==> src/rtl/mul.sv <==
// Iterative radix-2 shift-add 32x32->64 multiplier with per-operand signedness.
// Magnitudes are multiplied unsigned; the sign is applied once in the finish cycle.
//
// state   | meaning
// ST_IDLE | no operation in flight; results hold
// ST_RUN  | count!=0: add/shift iteration; count==0: sign-fix and publish result
module mul (
  input  logic        clk,
  input  logic        reset_n,
  input  logic [31:0] operand_l,
  input  logic [31:0] operand_r,
  input  logic        lhs_signed,
  input  logic        rhs_signed,
  input  logic        start,
  output logic        busy,
  output logic        done,
  output logic [31:0] result_lo,
  output logic [31:0] result_hi
);

  typedef enum logic {ST_IDLE, ST_RUN} state_t;

  state_t      state;
  logic [63:0] mcand;
  logic [31:0] mplier;
  logic [63:0] acc;
  logic [5:0]  count;
  logic        neg;

  logic        l_neg;
  logic        r_neg;
  logic [31:0] mag_l;
  logic [31:0] mag_r;

  always_comb begin
    l_neg = lhs_signed & operand_l[31];
    r_neg = rhs_signed & operand_r[31];
    mag_l = l_neg ? (~operand_l + 32'd1) : operand_l;
    mag_r = r_neg ? (~operand_r + 32'd1) : operand_r;
  end

  always_ff @(posedge clk or negedge reset_n) begin
    if (!reset_n) begin
      state     <= ST_IDLE;
      mcand     <= '0;
      mplier    <= '0;
      acc       <= '0;
      count     <= '0;
      neg       <= 1'b0;
      busy      <= 1'b0;
      done      <= 1'b0;
      result_lo <= '0;
      result_hi <= '0;
    end else begin
      done <= 1'b0;
      // start wins in every state, silently aborting any operation in flight
      if (start) begin
        state  <= ST_RUN;
        mcand  <= {32'd0, mag_l};
        mplier <= mag_r;
        acc    <= '0;
        count  <= 6'd32;
        neg    <= l_neg ^ r_neg;
        busy   <= 1'b1;
      end else if (state == ST_RUN) begin
        if (count != 6'd0) begin
          if (mplier[0]) acc <= acc + mcand;
          mcand  <= {mcand[62:0], 1'b0};
          mplier <= {1'b0, mplier[31:1]};
          count  <= count - 6'd1;
        end else begin
          {result_hi, result_lo} <= neg ? (~acc + 64'd1) : acc;
          busy  <= 1'b0;
          done  <= 1'b1;
          state <= ST_IDLE;
        end
      end
    end
  end

endmodule

==> config.mk <==
export PLATFORM = sky130hd
export DESIGN_NAME = mul
export DESIGN_NICKNAME = d
export VERILOG_FILES = /design/src/rtl/mul.sv
export SDC_FILE = /design/constraint.sdc
export NUM_CORES = 1
export LEC_CHECK = 0
export CAP_MARGIN = 20
export CORE_UTILIZATION = 44
export DETAILED_ROUTE_END_ITERATION = 7
export PLACE_DENSITY = 0.66
export SLEW_MARGIN = 10
export SYNTH_ARGS = -nofsm -noshare
export SYNTH_HDL_FRONTEND = slang
export SYNTH_SLANG_ARGS = --single-unit
==> constraint.sdc <==
create_clock -name clk -period 2.97 [get_ports clk]
set_input_delay 0.594 -clock clk [delete_from_list [all_inputs] [get_ports clk]]
set_output_delay 0.594 -clock clk [all_outputs]
set_load 0.01 [all_outputs]
Word-level counts from Yosys, hierarchy flattened
Cells that the tools add are included.

$add $sub $neg: 5. Equal/unequal tests: 1. Mux-type cells: 25. Bitwise operators: 8. Reduce and logical (&&, ||, !) cells: 8.

Operators with widths (number): 64-bit two-way mux (8); 32-bit two-way mux (5); 32-bit by 1-bit adder with 32-bit output (second input constant) (2); 64-bit by 1-bit adder with 64-bit output (second input constant) (1); 64-bit adder (1); 32-bit inverter (2); 64-bit inverter (1); 6-bit two-way mux (3); 1-bit two-way mux (9); 3-bit AND reduction (2); 2-bit nonzero test (3); 6-bit nonzero test (1); 6-bit by 1-bit subtractor with 6-bit output (second input constant) (1); 2-bit AND reduction (2); 1-bit AND (2); 2-bit != test (second input constant) (1); 1-bit inverter (2); 1-bit XOR (1).

Register bits: 234. Bits of input ports: 69. Output and inout port bits: 66. Logic and storage cells: 57.

Logic depth before layout (Yosys ltp)
Depth after elaboration: 5. Gate-level depth with buffers: 12. Mapped depth without buffers: 12.

Worst setup path before layout
No wires, ideal clock.

Kind: register to register. Start: register acc[12]. End: register result_hi[24]. Library setup time: 129 ps. Arrival: 3130 ps. Required time: 2841 ps. Setup slack: -290 ps. Stages on the path, launching flop included: 11. Buffers on the path: 1. Clock period less this slack: 3260 ps. Path through: dfrtp_1 -> or4_4 -> nor4_4 -> or4b_4 -> or3_1 -> buf_2 -> nand2b_4 -> or3b_4 -> o41ai_2 -> xor2_1 -> o21ai_1.

Cells in the longest elaborated chain, start to end: 3.

RTL lines: start, declared (line 26) `logic [63:0] acc;`; start signal, assigned (line 67) `if (mplier[0]) acc <= acc + mcand;`; 64-bit inverter (line 72) `{result_hi, result_lo} <= neg ? (~acc + 64'd1) : acc;`; 64-bit by 1-bit adder with 64-bit output (line 72); 64-bit two-way mux (line 72); end signal, assigned (line 72); end, declared (line 18) `output logic [31:0] result_hi`.

No other way between the ends. A chain may end at the register's enable or synchronous reset.

Worst setup path after layout
Start: register acc[13]. End: register result_hi[24].

The elaborated chain is that of the path after synthesis.

==> results.tsv <==
metric	value	unit
cp_num_buf_inv	0	
synth_top_area_cell	dfrtp_1	
grt_pass1_wl	75200	um
clock_power_share	0.200	
mostFrequentLayoutCell	nand2_1	
fmaxAchievable	0.310	GHz
gp_congestion	0.911	
io_pins	135	
clk_path_buf_depth	3	
drtIter0Drc	1081	
place_ws	-0.368	ns
drc	0	
fin_ws	-0.253	ns
yosysSeqAreaShare	0.375	
p_sw	6.81	mW
critPathCaptureType	flip-flop	
ys_types	69	
p_sw_frac	0.384	
power	17.7	mW
synth_top_area_frac	0.375	
critical_path.cell_chain	or4_4 > nor4_4 > or4b_4 > or3_4 > nand2b_4 > or3b_4 > o41ai_4 > xor2_1 > o21ai_1	
yosys_warnings	0	
crit_family	simple AND/OR/NAND/NOR gates	
dp_cells	2677	
p_leak	9.55	nW
cp.arrival	3.64	ns
cts_tree	done	
diodes	0	
io_buffer_count	134	
crit_required	3.39	ns
die-area	36300	um2
worst_path_max_delay_cell	or4_4	
outcome	complete, but fails checks	
finalMaxSlewViolations	0	
mostFrequentLayoutCells	336 x nand2_1, 296 x buf_4, 278 x o21ai_0	
clk_latency	0.55	ns
rows	68	
cpPeakStageDelay	0.56	ns
intPower	10.9	mW
power_density	834	nW/um2
synth_edf_count	0	
multi_input_area	9980	um2
synthCells	1895	
die_y	190	um
start_kind	flip-flop	
synth_area_leaders	dfrtp_1 37%, o21ai_0 9.8%, nand2_1 8.1%	
final-seq-area	5860	um2
postRouteAntennaNets	0	
clock-sinks	234	
wire_per_inst	17.1	um
path_class	reg -> reg	
setup_viol	18	
synth-seq-cells	234	
nets	2401	
cp_max_fo	4	
cts.clk_slew.worst_paths	0.06	ns
seq_power_share	0.277	
viasPerCell	5.49	
drv_cap	0	
failed_checks	setup timing	
first_global_vias	14500	
dpl.hpwl	35100	um
core	34700	um2
combPwrFrac	0.523	
htree_num_levels	1	
chipWidth	190	um
cts_root_buffer	clkbuf_16	
syn_area	15600	um2
grt.overflow.total	0	
hold_viol	0	
cts_buffers	27	
skew	0.0104	ns
layoutNonFillerInstCount	2739	
drt_first_pass_iters	5	
grt_max_degree	101	
synth_nets	2033	
area_growth	36.0	%
rsz0062_at_grt	true	
async_flop_share	1.00	
syn_avg_cell_area	8.24	um2
ir_worst_vdd	0.529	mV
start_util	0.450	
nFillCells	3067	
wl	46800	um
final.period_utilization	1.09	
grt_use_total	0.257	
hold_class	in -> reg	
num_vias	15000	
min_period	3.22	ns
synth_ff_type	dfrtp_1	
antenna_found_initial	0	
drive_above_1_share	0.207	
slew_headroom	0.295	
worst_slew_pin_slew	1.06	ns
-- cell usage after synthesis, types with 22 or more instances --
library cell	n
nand2_1	339
o21ai_0	307
dfrtp_1	234
a21oi_1	108
xor2_1	105
clkbuf_1	91
nor2_1	73
ha_1	68
xnor2_1	63
nand2b_1	45
inv_1	40
or3_1	33
a21o_1	32
nor3_1	31
o31ai_1	31
nand3_1	29
nand4_1	28
mux2i_1	25
nor4_1	22
-- through the flow --
stage                util  cell area (um2)  hold slack [ns]  setup TNS, ns
floorplan               -            15600            0.298          -1.22
global placement    0.561            19500            0.461          -5.48
detailed placement  0.561            19500            0.466          -8.03
CTS                 0.593            20600            0.388          -2.27
global route        0.612            21200            0.425          -5.86
finish              0.612            21200            0.401          -2.24
-- routing by layer --
metal	GRT usage	part of all wire
met2	0.392	0.44
met4	0.0566	0.015
met5	0	0
met1	0.384	0.50
met3	0.0331	0.053
-- flip-flops by register name, summed over array words and instances, names as in the netlist --
signal     cells
result_lo     32
count          6
busy           1
state          1
done           1
mplier        32
result_hi     32
neg            1
mcand         64
acc           64
-- cells by family after synthesis --
logic type                 Yosys count  share of synthesized area
DFF                                234                      0.375
AOI/OAI and AO/OA                  597                      0.226
xor gates and xnor gates           168                     0.0942
muxes                               26                     0.0167
adders and majority gates           69                     0.0558
and+or+nand+nor                    660                      0.198
buffers and inverters              141                     0.0340
-- path summary, 6_finish.rpt --
check / from / endpoint / slack, ns / cells past startpoint
min: start / count[4]$_DFFE_PN0P_ / 0.40 / 2
max: acc[13]$_DFFE_PN0P_ / result_hi[24]$_DFFE_PN0P_ / -0.25 / 9
min in group asynchronous: reset_n / mcand[6]$_DFFE_PN0P_ / 0.58 / 2
max reg2reg: acc[13]$_DFFE_PN0P_ / result_hi[24]$_DFFE_PN0P_ / -0.25 / 9
min reg2reg: mplier[7]$_DFFE_PN0P_ / mplier[7]$_DFFE_PN0P_ / 0.47 / 2
max in group asynchronous: reset_n / result_hi[16]$_DFFE_PN0P_ / 1.62 / 3
-- what timing repair did --
action                                  CTS  global route
hold endpoints to repair                  2             0
pin swaps                                 9            38
buffers inserted                          4            10
endpoints found under the setup margin   35            53
hold buffers                              1             0
gates resized for setup                  38           117
-- layout make-up --
| cell class | count | share of cell area |
|---|---|---|
| tap | 455 | 0.0268 |
| sequential | 234 | 0.276 |
| clock inverter | 13 | 0.00854 |
| inverter | 40 | 0.00707 |
| multi-input combinational | 1520 | 0.470 |
| clock buffer | 37 | 0.0359 |
| timing repair buffer | 440 | 0.176 |
-- power groups by stage --
stage          clock network [mW]  registers, mW  logic, mW
2_1_floorplan                   0           4.97       4.10
3_3_place_gp                    0           4.83       8.37
3_5_place_dp                    0           4.87       8.51
4_1_cts                      3.61           4.83       8.65
5_1_grt                      3.75           5.03       10.2
6_report                     3.55           4.91       9.26
No activity file was read; power rests on OpenSTA's default activity.
